<file path="src/rtl/mmr_decoder.sv">
// BAR0 MMR responder: routes one request at a time to a device by base field.
// Optional saturating error counter on err_cnt when MMR_DECODER_ERRCNT_EN is defined.
module mmr_decoder #(
  parameter int ADDR_W    = 16,
  parameter int DATA_W    = 32,
  parameter int BASE_W    = 6,
  parameter int DEV_W     = ADDR_W - BASE_W,
  parameter int DEV_COUNT = 16,
  parameter int TIMEOUT   = 255,
  parameter logic [DATA_W-1:0] ERR_DATA = 32'hDEAD_BEEF
) (
`ifdef MMR_DECODER_ERRCNT_EN
  output logic [15:0]               err_cnt,
`endif
  input  logic                      clk,
  input  logic                      rst,
  input  logic                      req_valid,
  output logic                      req_ready,
  input  logic                      req_wr,
  input  logic [ADDR_W-1:0]         req_addr,
  input  logic [DATA_W-1:0]         req_wdata,
  output logic                      rsp_valid,
  input  logic                      rsp_ready,
  output logic [DATA_W-1:0]         rsp_rdata,
  output logic                      rsp_err,
  output logic [DEV_COUNT-1:0]      dev_req,
  output logic                      dev_wr,
  output logic [DEV_W-1:0]          dev_addr,
  output logic [DATA_W-1:0]         dev_wdata,
  input  logic [DEV_COUNT-1:0]      dev_ack,
  input  logic [DEV_COUNT*DATA_W-1:0] dev_rdata
);

  localparam int IDX_W = (DEV_COUNT > 1) ? $clog2(DEV_COUNT) : 1;
  localparam int TMR_W = $clog2(TIMEOUT + 1);

  typedef enum logic [1:0] {IDLE, ISSUE, WAIT, RESP} state_t;

  state_t               state_q, state_d;
  logic [IDX_W-1:0]     idx_q, idx_d;
  logic [TMR_W-1:0]     timer_q, timer_d;
  logic                 req_ready_q, req_ready_d;
  logic                 rsp_valid_q, rsp_valid_d;
  logic [DATA_W-1:0]    rsp_rdata_q, rsp_rdata_d;
  logic                 rsp_err_q, rsp_err_d;
  logic [DEV_COUNT-1:0] dev_req_q, dev_req_d;
  logic                 dev_wr_q, dev_wr_d;
  logic [DEV_W-1:0]     dev_addr_q, dev_addr_d;
  logic [DATA_W-1:0]    dev_wdata_q, dev_wdata_d;

  logic [BASE_W-1:0]    base;
  logic                 mapped;
  logic                 ack_sel;
  logic [DATA_W-1:0]    rdata_sel;

  assign base   = req_addr[ADDR_W-1 -: BASE_W];
  assign mapped = {{(32-BASE_W){1'b0}}, base} < DEV_COUNT;

  always_comb begin
    ack_sel   = 1'b0;
    rdata_sel = '0;
    for (int i = 0; i < DEV_COUNT; i++) begin
      if (idx_q == IDX_W'(i)) begin
        ack_sel   = dev_ack[i];
        rdata_sel = dev_rdata[i*DATA_W +: DATA_W];
      end
    end
  end

  always_comb begin
    state_d     = state_q;
    idx_d       = idx_q;
    timer_d     = timer_q;
    req_ready_d = req_ready_q;
    rsp_valid_d = rsp_valid_q;
    rsp_rdata_d = rsp_rdata_q;
    rsp_err_d   = rsp_err_q;
    dev_req_d   = '0;
    dev_wr_d    = dev_wr_q;
    dev_addr_d  = dev_addr_q;
    dev_wdata_d = dev_wdata_q;
    unique case (state_q)
      IDLE: begin
        if (req_valid) begin
          req_ready_d = 1'b0;
          idx_d       = base[IDX_W-1:0];
          dev_wr_d    = req_wr;
          dev_addr_d  = req_addr[DEV_W-1:0];
          dev_wdata_d = req_wdata;
          if (mapped) begin
            state_d   = ISSUE;
            dev_req_d = DEV_COUNT'(1) << base[IDX_W-1:0];
          end else begin
            state_d     = RESP;
            rsp_valid_d = 1'b1;
            rsp_err_d   = 1'b1;
            rsp_rdata_d = req_wr ? '0 : ERR_DATA;
          end
        end
      end
      ISSUE: begin
        timer_d = '0;
        state_d = WAIT;
      end
      WAIT: begin
        // an ack on the expiry cycle still completes the access
        if (ack_sel) begin
          state_d     = RESP;
          rsp_valid_d = 1'b1;
          rsp_err_d   = 1'b0;
          rsp_rdata_d = dev_wr_q ? '0 : rdata_sel;
        end else if (timer_q == TMR_W'(TIMEOUT - 1)) begin
          state_d     = RESP;
          rsp_valid_d = 1'b1;
          rsp_err_d   = 1'b1;
          rsp_rdata_d = dev_wr_q ? '0 : ERR_DATA;
        end else begin
          timer_d = timer_q + 1'b1;
        end
      end
      RESP: begin
        if (rsp_ready) begin
          state_d     = IDLE;
          rsp_valid_d = 1'b0;
          req_ready_d = 1'b1;
        end
      end
      default: state_d = IDLE;
    endcase
  end

  always_ff @(posedge clk) begin
    if (rst) begin
      state_q     <= IDLE;
      idx_q       <= '0;
      timer_q     <= '0;
      req_ready_q <= 1'b1;
      rsp_valid_q <= 1'b0;
      rsp_rdata_q <= '0;
      rsp_err_q   <= 1'b0;
      dev_req_q   <= '0;
      dev_wr_q    <= 1'b0;
      dev_addr_q  <= '0;
      dev_wdata_q <= '0;
    end else begin
      state_q     <= state_d;
      idx_q       <= idx_d;
      timer_q     <= timer_d;
      req_ready_q <= req_ready_d;
      rsp_valid_q <= rsp_valid_d;
      rsp_rdata_q <= rsp_rdata_d;
      rsp_err_q   <= rsp_err_d;
      dev_req_q   <= dev_req_d;
      dev_wr_q    <= dev_wr_d;
      dev_addr_q  <= dev_addr_d;
      dev_wdata_q <= dev_wdata_d;
    end
  end

  // ready is forced low while reset is held so no request slips in
  assign req_ready = req_ready_q & ~rst;
  assign rsp_valid = rsp_valid_q;
  assign rsp_rdata = rsp_rdata_q;
  assign rsp_err   = rsp_err_q;
  assign dev_req   = dev_req_q;
  assign dev_wr    = dev_wr_q;
  assign dev_addr  = dev_addr_q;
  assign dev_wdata = dev_wdata_q;

`ifdef MMR_DECODER_ERRCNT_EN
  logic [15:0] err_cnt_q, err_cnt_d;
  logic        err_entry;

  assign err_entry = (state_q != RESP) && (state_d == RESP) && rsp_err_d;

  always_comb begin
    err_cnt_d = err_cnt_q;
    if (err_entry && (err_cnt_q != 16'hFFFF)) err_cnt_d = err_cnt_q + 16'd1;
  end

  always_ff @(posedge clk) begin
    if (rst) err_cnt_q <= '0;
    else     err_cnt_q <= err_cnt_d;
  end

  assign err_cnt = err_cnt_q;
`else
  // no error counter in this build
`endif

endmodule

</file>
<file path="config.mk">
export PLATFORM = sky130hd
export DESIGN_NAME = mmr_decoder
export DESIGN_NICKNAME = d
export VERILOG_FILES = /design/src/rtl/mmr_decoder.sv
export SDC_FILE = /design/constraint.sdc
export NUM_CORES = 1
export LEC_CHECK = 0
export BUFFER_PORTS_ARGS = -buffer_cell sky130_fd_sc_hd__clkbuf_2
export CORE_AREA = 2 2 263 265
export CTS_CLUSTER_DIAMETER = 60
export DETAILED_ROUTE_END_ITERATION = 7
export DIE_AREA = 0 0 265 267
export MAX_ROUTING_LAYER = met4
export PLACE_DENSITY_LB_ADDON = 0.12
export SLEW_MARGIN = 5
export SYNTH_ARGS = -nofsm -noshare
export SYNTH_HDL_FRONTEND = slang
export SYNTH_SLANG_ARGS = --single-unit
export TNS_END_PERCENT = 10
</file>
<file path="constraint.sdc">
create_clock -name clk -period 3.9 [get_ports clk]
set_clock_uncertainty 0.1 [all_clocks]
set_input_delay 1.17 -clock clk [delete_from_list [all_inputs] [get_ports clk]]
set_output_delay 1.17 -clock clk [all_outputs]
set_load 0.05 [all_outputs]
</file>
==> results of run 1 <==
power groups by stage:
stage | clock network, mW | logic, mW | registers (mW)
floorplan | 0 | 1.67 | 2.15
global placement | 0 | 4.12 | 1.56
detailed placement | 0 | 4.13 | 1.56
CTS | 1.09 | 4.15 | 1.54
global route | 1.11 | 4.35 | 1.57
finish | 1.03 | 4.08 | 1.53
kinds of logic after synthesis:
logic type	synth area share (%)
AOI/OAI and AO/OA	37.4
xor gates and xnor gates	0.615
adders and majority gates	1.02
buffers and inverters	6.65
DFF	25.3
muxes	7.76
and+or+nand+nor	21.3
routing by layer:
metal / vias up / part of all wire (%) / global-route usage [%]
li1: 5709 / - / -
met1: 6040 / 41 / 26.3
met2: 625 / 51 / 40.5
met3: 89 / 5.4 / 3.39
met4: 0 / 3.1 / 7.24
met5: - / 0 / -
worst max path at each step:
stage / startpoint / to / depth (start not counted)
floorplan: rst / req_ready / 3
global placement: idx_q[0]$_SDFFE_PP0P_ / rsp_rdata[14]$_SDFFE_PP0P_ / 7
detailed placement: idx_q[0]$_SDFFE_PP0P_ / rsp_rdata[14]$_SDFFE_PP0P_ / 7
CTS: idx_q[0]$_SDFFE_PP0P_ / rsp_rdata[14]$_SDFFE_PP0P_ / 7
global route: idx_q[0]$_SDFFE_PP0P_ / rsp_rdata[14]$_SDFFE_PP0P_ / 7
finish: idx_q[0]$_SDFFE_PP0P_ / rsp_rdata[14]$_SDFFE_PP0P_ / 7
flip-flops by register name, indices dropped and copies added (netlist names):
name,flops
dev_wdata,32
rsp_rdata,32
timer_q,8
rsp_err,1
req_ready_q,1
dev_req,16
dev_addr,10
state_q,2
dev_wr,1
idx_q,4
rsp_valid,1
critical path: cells and delay by family (launching register included):
family | cells | cell delay, ns
buffers and inverters | 2 | 0.63
muxes | 1 | 0.56
AOI/OAI and AO/OA | 4 | 1.60
DFF | 1 | 0.63
synth_stat cells (20+ instances only):
cell type	number
a21oi_1	118
nor2_1	101
nor3_1	20
a22oi_1	32
clkbuf_1	55
o221ai_1	23
dfxtp_1	108
nand2_1	184
mux2i_1	37
o21ai_0	75
buf_2	28
a221oi_1	23
layout by cell type, fill, tap and decap left out, types with 19 or more instances in the layout:
cell type and count:
buf_4 80, nor2_1 98, a221oi_1 23, dfxtp_1 104
a22o_1 19, mux2i_1 37, clkbuf_2 673, a21oi_1 118
diode_2 19, a31oi_1 19, nand2_1 183, o221ai_1 23
a22oi_1 32, o21ai_0 75
layout make-up:
type | instances | area, µm²
Inverter | 17 | 63.8
Timing Repair Buffer | 756 | 4030
Clock buffer | 10 | 239
Antenna cell | 19 | 47.5
Tap cell | 882 | 1100
Multi-Input combinational cell | 923 | 5930
Clock inverter | 6 | 77.6
Fill cell | 7861 | 54300
Sequential cell | 108 | 2180
per-stage QoR:
step	setup WS (ns)	cell area, µm²	util (%)	cells	power, mW
6_report	0.222	13700	20.1	2721	6.65
3_3_place_gp	0.114	13300	19.6	2686	5.68
5_1_grt	0.141	13700	20.1	2720	7.03
3_5_place_dp	0.0907	13300	19.6	2686	5.70
4_1_cts	0.0687	13600	20.0	2702	6.78
2_1_floorplan	0.370	8540	-	1153	3.82
==> results.json, run 1 <==
{
  "cts_tree": "yes",
  "yosysSeqAreaShare_pct": 25.3,
  "ir_worst_vdd_mv": 0.260,
  "synth.avg_cell_area_um2": 7.41,
  "drive_gt1_share_pct": 46.5,
  "yosys_most_used_dff": "dfxtp_1",
  "finalHoldViolations": 0,
  "grtUsageTotal_pct": 22.8,
  "drtAntennaViolNets": 0,
  "hp-class": "register to register",
  "rr_startpoint": "idx_q[0]$_SDFFE_PP0P_",
  "pwr-share-seq_pct": 23.1,
  "max-cap-violations": 0,
  "cts_root_buf": "clkbuf_16",
  "final_max_slew_viol_count": 0,
  "die_y_um": 267,
  "synth_edf_count": 0,
  "whs_ns": 0.356,
  "area_delta_synth_final_pct": 60.0,
  "fp.coreArea_um2": 68000,
  "synth_nets": 1741,
  "grt_pass1_vias": 13000,
  "p_comb_share_pct": 61.4,
  "syn_area_um2": 8540,
  "htreeDepth": 3,
  "worstPathCellList": "buf_4, buf_4, mux4_2, o311ai_1, a31oi_1, a221oi_1, o2bb2ai_1",
  "gp_congestion": 0.978,
  "synth-seq-cells": 108,
  "r2r_setup_slack_ns": 0.22,
  "drtPass1Iterations": 6,
  "fin_crit_sh_pct": 94.3,
  "leakage_nw": 5.99,
  "power_density_nw_per_um2": 486,
  "grt_pass1_wl_mm": 108,
  "critPathKind": "register to register",
  "holdPathStages": 2,
  "wl_mm": 80.8,
  "layout.nets": 2403,
  "fmax_mhz": 272,
  "r2r_cells": 7,
  "cts_hold_buf": 0,
  "tns_ns": 0,
  "drt_iter0_drc": 1022,
  "internal_power_mw": 3.15,
  "yosysTopAreaCell": "dfxtp_1",
  "dr_total_vias": 12500,
  "grt-ovfl-total": 0,
  "min_to": "dev_wdata[17]$_SDFFE_PP0P_",
  "grt_max_degree": 50,
  "post_cts_resized": 0,
  "r2r-end": "rsp_rdata[14]$_SDFFE_PP0P_",
  "finalSetupViolCount": 0,
  "path_max_fanout": 30,
  "routedWlPerCell_um": 29.7,
  "netlist_top_cells_area": "dfxtp_1 25%, nand2_1 8.1%, a21oi_1 6.9%",
  "status": "finished clean",
  "cp.required_ns": 4.05,
  "async_flop_share_pct": 0,
  "grt_setup_unrepaired": "false",
  "cpMostUsedCell": "buf_4",
  "ys_types": 80,
  "power.switching_mw": 3.50,
  "drc": 0,
  "p_sw_share_pct": 52.6,
  "crit_slowest_cell": "dfxtp_4",
  "core.rowCount": 96,
  "dp_hpwl_mm": 69.5,
  "antenna_found_initial": 38,
  "path_clk_slew_ns": 0.08,
  "clockBufferDepth": 2,
  "synth_warnings": 0,
  "worst_slew_pin_slew_ns": 1.04,
  "pin_count": 675,
  "die_area_um2": 70800,
  "period_needed_ns": 3.68,
  "hp-start": "dev_wdata[17]$_SDFFE_PP0P_",
  "cts_setup_buffers": 0,
  "critPathCaptureType": "register",
  "insertion_delay_ns": 0.37,
  "die_w_um": 265,
  "cts_made_buffers": 9,
  "cts.sinks": 108,
  "crit_arrival_ns": 3.82,
  "port_buffers": 674,
  "p_clk_share_pct": 15.5,
  "max_stage_delay_ns": 0.63,
  "via_per_inst": 4.58,
  "slew_headroom_pct": 30.0,
  "critPathLaunchType": "register",
  "syn-instance-count": 1153,
  "start_util_pct": 12.6,
  "synth.top_cell.area_share_pct": 25.3
}
No activity file was read; power rests on OpenSTA's default activity.
==> run 2: changes to the inputs <==
--- a/config.mk
+++ b/config.mk
@@ -6,10 +6,13 @@
 export NUM_CORES = 1
 export LEC_CHECK = 0
 export BUFFER_PORTS_ARGS = -buffer_cell sky130_fd_sc_hd__clkbuf_2
-export CORE_AREA = 2 2 263 265
+export CELL_PAD_IN_SITES_DETAIL_PLACEMENT = 1
+export CELL_PAD_IN_SITES_GLOBAL_PLACEMENT = 1
+export CORE_AREA = 2 2 260 262
 export CTS_CLUSTER_DIAMETER = 60
+export CTS_CLUSTER_SIZE = 8
 export DETAILED_ROUTE_END_ITERATION = 7
-export DIE_AREA = 0 0 265 267
+export DIE_AREA = 0 0 262 264
 export MAX_ROUTING_LAYER = met4
 export PLACE_DENSITY_LB_ADDON = 0.12
 export SLEW_MARGIN = 5
==> results.json, run 2 (same netlist as run 1, synthesis figures left out) <==
{
  "grt_pass1_wl_mm": 108,
  "fmax_mhz": 279,
  "n_fill_cell": 8155,
  "p_sw_share_pct": 53.3,
  "routedWlPerCell_um": 29.6,
  "path_max_fanout": 23,
  "drtPass1Iterations": 6,
  "cts_root_buf": "clkbuf_16",
  "htreeDepth": 3,
  "die_area_um2": 69200,
  "final_common_cell": "clkbuf_2",
  "die_y_um": 264,
  "hp-class": "register to register",
  "p_comb_share_pct": 61.1,
  "grtUsageTotal_pct": 23.1,
  "antenna_found_initial": 26,
  "insertion_delay_ns": 0.38,
  "worst_slew_pin_slew_ns": 1.12,
  "final_cell_mix": "673 x clkbuf_2, 183 x nand2_1, 118 x a21oi_1",
  "cts_hold_buf": 0,
  "cts_made_buffers": 9,
  "drt_iter0_drc": 702,
  "grt-ovfl-total": 0,
  "pwr-share-seq_pct": 23.6,
  "finalSetupViolCount": 0,
  "multiInputGateArea_um2": 5920,
  "grt_util_met3_pct": 3.86,
  "dr_total_vias": 12300,
  "die_w_um": 262,
  "start_util_pct": 12.8,
  "finalHoldViolations": 0,
  "slew_headroom_pct": 25.0,
  "via_per_inst": 4.55,
  "core.rowCount": 95,
  "dp_hpwl_mm": 68.1,
  "ff_latch_area_um2": 2180,
  "post_cts_resized": 1,
  "tns_ns": 0,
  "internal_power_mw": 3.07,
  "critPathLaunchType": "register",
  "ir_worst_vdd_mv": 0.230,
  "grt_setup_unrepaired": "false",
  "p_clk_share_pct": 15.3,
  "critPathKind": "register to register",
  "fin_crit_sh_pct": 91.8,
  "instances_no_fill": 2704,
  "period_needed_ns": 3.58,
  "power.switching_mw": 3.51,
  "cts_tree": "yes",
  "status": "finished clean",
  "crit_arrival_ns": 3.78,
  "leakage_nw": 5.97,
  "area_delta_synth_final_pct": 59.2,
  "wl_mm": 79.9,
  "grt_use_met1_pct": 26.4,
  "grt_pass1_vias": 13400,
  "drive_gt1_share_pct": 46.3,
  "critPathCaptureType": "register",
  "cts_setup_buffers": 0,
  "grt_max_degree": 86,
  "dp.cells": 2671,
  "power_density_nw_per_um2": 484,
  "path_clk_slew_ns": 0.09,
  "max-cap-violations": 0,
  "grt.met2_usage_pct": 42.5,
  "grt.busiest_layer": "met2",
  "port_buffers": 674,
  "layout.nets": 2397,
  "drc": 0,
  "drtAntennaViolNets": 0,
  "pin_count": 675,
  "cts.sinks": 108,
  "cp.required_ns": 4.10,
  "gp_congestion": 0.939,
  "final_max_slew_viol_count": 0,
  "fp.coreArea_um2": 66600,
  "clockBufferDepth": 2
}
[run 2: worst paths after layout]
| check | to | cells after the start | slack (ns) | from |
|---|---|---|---|---|
| max | rsp_rdata[6]$_SDFFE_PP0P_ | 9 | 0.32 | idx_q[0]$_SDFFE_PP0P_ |
| min reg2reg | dev_wdata[5]$_SDFFE_PP0P_ | 2 | 0.36 | dev_wdata[5]$_SDFFE_PP0P_ |
| max reg2reg | rsp_rdata[6]$_SDFFE_PP0P_ | 9 | 0.32 | idx_q[0]$_SDFFE_PP0P_ |
| min | dev_wdata[5]$_SDFFE_PP0P_ | 2 | 0.36 | dev_wdata[5]$_SDFFE_PP0P_ |
[run 2: area by class of cell]
cell class	instances	share of cell area (%)
inverter	17	0.469
sequential	108	16.0
tap	873	8.03
clock buffer	9	1.66
clock inverter	7	0.616
antenna	17	0.313
timing repair buffer	750	29.4
multi-input combinational	923	43.5
[run 2: stage by stage]
| step | utilization, % | cell area, µm² | hold WS (ns) | setup WS (ns) | total power [mW] |
|---|---|---|---|---|---|
| global route | 20.4 | 13600 | 0.380 | 0.218 | 7.00 |
| detailed placement | 19.9 | 13200 | 0.346 | -0.0136 | 5.68 |
| finish | 20.4 | 13600 | 0.355 | 0.318 | 6.58 |
| global placement | 19.9 | 13200 | 0.341 | -0.0329 | 5.66 |
| CTS | 20.4 | 13600 | 0.359 | 0.292 | 6.73 |
| floorplan | - | 8540 | 0.372 | 0.370 | 3.82 |
[run 2: layer usage]
metal | part of all wire, % | vias up
met5 | 0 | -
met4 | 1.5 | 0
met3 | 5.3 | 54
met2 | 53 | 475
met1 | 40 | 6092
li1 | - | 5691
[run 2: worst max-delay path, stage by stage (launching register included)]
cell and delay, ns:
dfxtp_4 0.64, inv_2 0.24, nor3_4 0.88, buf_4 0.36, a22oi_1 0.13, a211o_1 0.35
a31oi_1 0.25, buf_4 0.19, o21ai_0 0.10, a211oi_1 0.23
[run 2: power groups by stage]
stage | Clock (mW) | Sequential, mW | Combinational [mW]
3_5_place_dp | 0 | 1.59 | 4.09
4_1_cts | 1.06 | 1.56 | 4.11
2_1_floorplan | 0 | 2.15 | 1.67
6_report | 1.01 | 1.55 | 4.02
5_1_grt | 1.10 | 1.59 | 4.32
3_3_place_gp | 0 | 1.58 | 4.07
==> run 3: changes to the inputs <==
--- a/config.mk
+++ b/config.mk
@@ -6,13 +6,11 @@
 export NUM_CORES = 1
 export LEC_CHECK = 0
 export BUFFER_PORTS_ARGS = -buffer_cell sky130_fd_sc_hd__clkbuf_2
-export CELL_PAD_IN_SITES_DETAIL_PLACEMENT = 1
-export CELL_PAD_IN_SITES_GLOBAL_PLACEMENT = 1
-export CORE_AREA = 2 2 260 262
+export CORE_AREA = 2 2 263 265
 export CTS_CLUSTER_DIAMETER = 60
 export CTS_CLUSTER_SIZE = 8
 export DETAILED_ROUTE_END_ITERATION = 7
-export DIE_AREA = 0 0 262 264
+export DIE_AREA = 0 0 265 267
 export MAX_ROUTING_LAYER = met4
 export PLACE_DENSITY_LB_ADDON = 0.12
 export SLEW_MARGIN = 5
==> constraint.sdc (replaced) <==
create_clock -name clk -period 3.9 [get_ports clk]
set_clock_uncertainty 0.1 [all_clocks]
set_input_delay 1.17 -clock clk [delete_from_list [all_inputs] [get_ports clk]]
set_output_delay 1.17 -clock clk [all_outputs]
set_load 0.1 [all_outputs]
==> results.json, run 3 (same netlist as run 1, synthesis figures left out) <==
{
  "drc": 0,
  "rr_startpoint": "idx_q[0]$_SDFFE_PP0P_",
  "gp_congestion": 0.967,
  "crit_slowest_cell": "nor3_2",
  "dp.cells": 2689,
  "drive_gt1_share_pct": 46.5,
  "port_buffers": 674,
  "cpMostUsedCell": "buf_4",
  "fmax_mhz": 271,
  "worstPathCellList": "nand2_1, nor3_2, buf_4, a22o_1, a221oi_1, a31oi_1, buf_4, o21ai_0, a211oi_1",
  "grt-ovfl-total": 0,
  "clockBufferDepth": 2,
  "die_w_um": 265,
  "status": "finished clean",
  "crit_arrival_ns": 3.88,
  "finalHoldViolations": 0,
  "holdPathStages": 2,
  "max-cap-violations": 0,
  "start_util_pct": 12.6,
  "insertion_delay_ns": 0.38,
  "final_cell_mix": "672 x clkbuf_2, 183 x nand2_1, 118 x a21oi_1",
  "hp-class": "register to register",
  "cp.required_ns": 4.10,
  "cts_setup_buffers": 0,
  "power_density_nw_per_um2": 540,
  "critPathKind": "register to register",
  "dp_hpwl_mm": 69.7,
  "path_clk_slew_ns": 0.09,
  "die_area_um2": 70800,
  "min_to": "dev_addr[5]$_SDFFE_PP0P_",
  "grt_max_degree": 49,
  "wl_mm": 81.4,
  "whs_ns": 0.357,
  "die_y_um": 267,
  "antenna_found_initial": 29,
  "cts_tree": "yes",
  "r2r_setup_slack_ns": 0.21,
  "final_max_slew_viol_count": 0,
  "r2r-end": "rsp_rdata[6]$_SDFFE_PP0P_",
  "htreeDepth": 3,
  "cts_made_buffers": 9,
  "grt_setup_unrepaired": "false",
  "instances_no_fill": 2718,
  "tns_ns": 0,
  "r2r_cells": 9,
  "finalSetupViolCount": 0,
  "layout.nets": 2406,
  "final_common_cell": "clkbuf_2",
  "ir_worst_vdd_mv": 0.214,
  "critPathCaptureType": "register",
  "dr_total_vias": 12500,
  "pin_count": 675,
  "post_cts_resized": 0,
  "leakage_nw": 6.01,
  "routedWlPerCell_um": 30.0,
  "grtUsageTotal_pct": 22.9,
  "cts_hold_buf": 0,
  "path_max_fanout": 34,
  "cts_root_buf": "clkbuf_16",
  "via_per_inst": 4.60,
  "slew_headroom_pct": 23.1,
  "drt_iter0_drc": 833,
  "worst_slew_pin_slew_ns": 1.15,
  "grt_pass1_wl_mm": 108,
  "drtAntennaViolNets": 0,
  "critPathLaunchType": "register",
  "cts.sinks": 108,
  "grt_pass1_vias": 13000,
  "fp.coreArea_um2": 68000,
  "drtPass1Iterations": 7,
  "max_stage_delay_ns": 0.92,
  "hp-start": "dev_addr[5]$_SDFFE_PP0P_",
  "area_delta_synth_final_pct": 60.2,
  "period_needed_ns": 3.69,
  "fin_crit_sh_pct": 94.5,
  "core.rowCount": 96,
  "n_fill_cell": 7956
}
[run 3: how the worst max path moves through the flow]
stage                          startpoint                   endpoint  slack (ns)  depth (start not counted)
floorplan                             rst                  req_ready        0.26                          3
global placement    idx_q[0]$_SDFFE_PP0P_  rsp_rdata[6]$_SDFFE_PP0P_        0.03                          9
detailed placement  idx_q[0]$_SDFFE_PP0P_  rsp_rdata[6]$_SDFFE_PP0P_        0.08                          9
CTS                 idx_q[0]$_SDFFE_PP0P_  rsp_rdata[6]$_SDFFE_PP0P_        0.04                          9
global route        idx_q[0]$_SDFFE_PP0P_  rsp_rdata[6]$_SDFFE_PP0P_        0.04                          9
finish              idx_q[0]$_SDFFE_PP0P_  rsp_rdata[6]$_SDFFE_PP0P_        0.21                          9
[run 3: per-stage QoR]
step / instance area (µm²) / utilization, % / setup slack (ns) / power [mW]
3_5_place_dp: 13300 / 19.6 / 0.0820 / 6.49
5_1_grt: 13700 / 20.1 / 0.0394 / 7.80
3_3_place_gp: 13300 / 19.6 / 0.0279 / 6.47
6_report: 13700 / 20.1 / 0.213 / 7.39
4_1_cts: 13700 / 20.1 / 0.0356 / 7.55
2_1_floorplan: 8550 / - / 0.255 / 4.57
[run 3: power by group]
| group | total [mW] | switching [mW] | internal [mW] |
|---|---|---|---|
| clock | 1.01 | 0.501 | 0.513 |
| sequential | 1.54 | 0.209 | 1.33 |
| combinational | 4.84 | 3.51 | 1.32 |
| total | 7.39 | 4.22 | 3.17 |
[run 3: final cells by class]
| class | instances | area (µm²) | area share, % |
|---|---|---|---|
| inverters | 17 | 63.8 | 0.466 |
| repair buffers | 759 | 4080 | 29.8 |
| multi-input cells | 923 | 5920 | 43.3 |
| clock buffers | 10 | 229 | 1.67 |
| flip-flops and latches | 108 | 2170 | 15.9 |
| diodes | 13 | 32.5 | 0.238 |
| well taps | 882 | 1100 | 8.06 |
| clock inverters | 6 | 82.6 | 0.603 |
[run 3: worst max-delay path: cells and delay by family, from the launching register on]
kind	cells	cell delay, ns
compound gates	5	1.08
flops	1	0.68
simple gates	2	1.22
buf+inv	2	0.50
[run 3: per-layer routing]
metal / vias to the layer above / routed length (µm) / track usage (%)
li1: 5710 / - / -
met1: 6075 / 32000 / 25.5
met2: 612 / 42600 / 41.9
met3: 97 / 4750 / 4.11
met4: 0 / 2040 / 5.85
met5: - / 0 / -
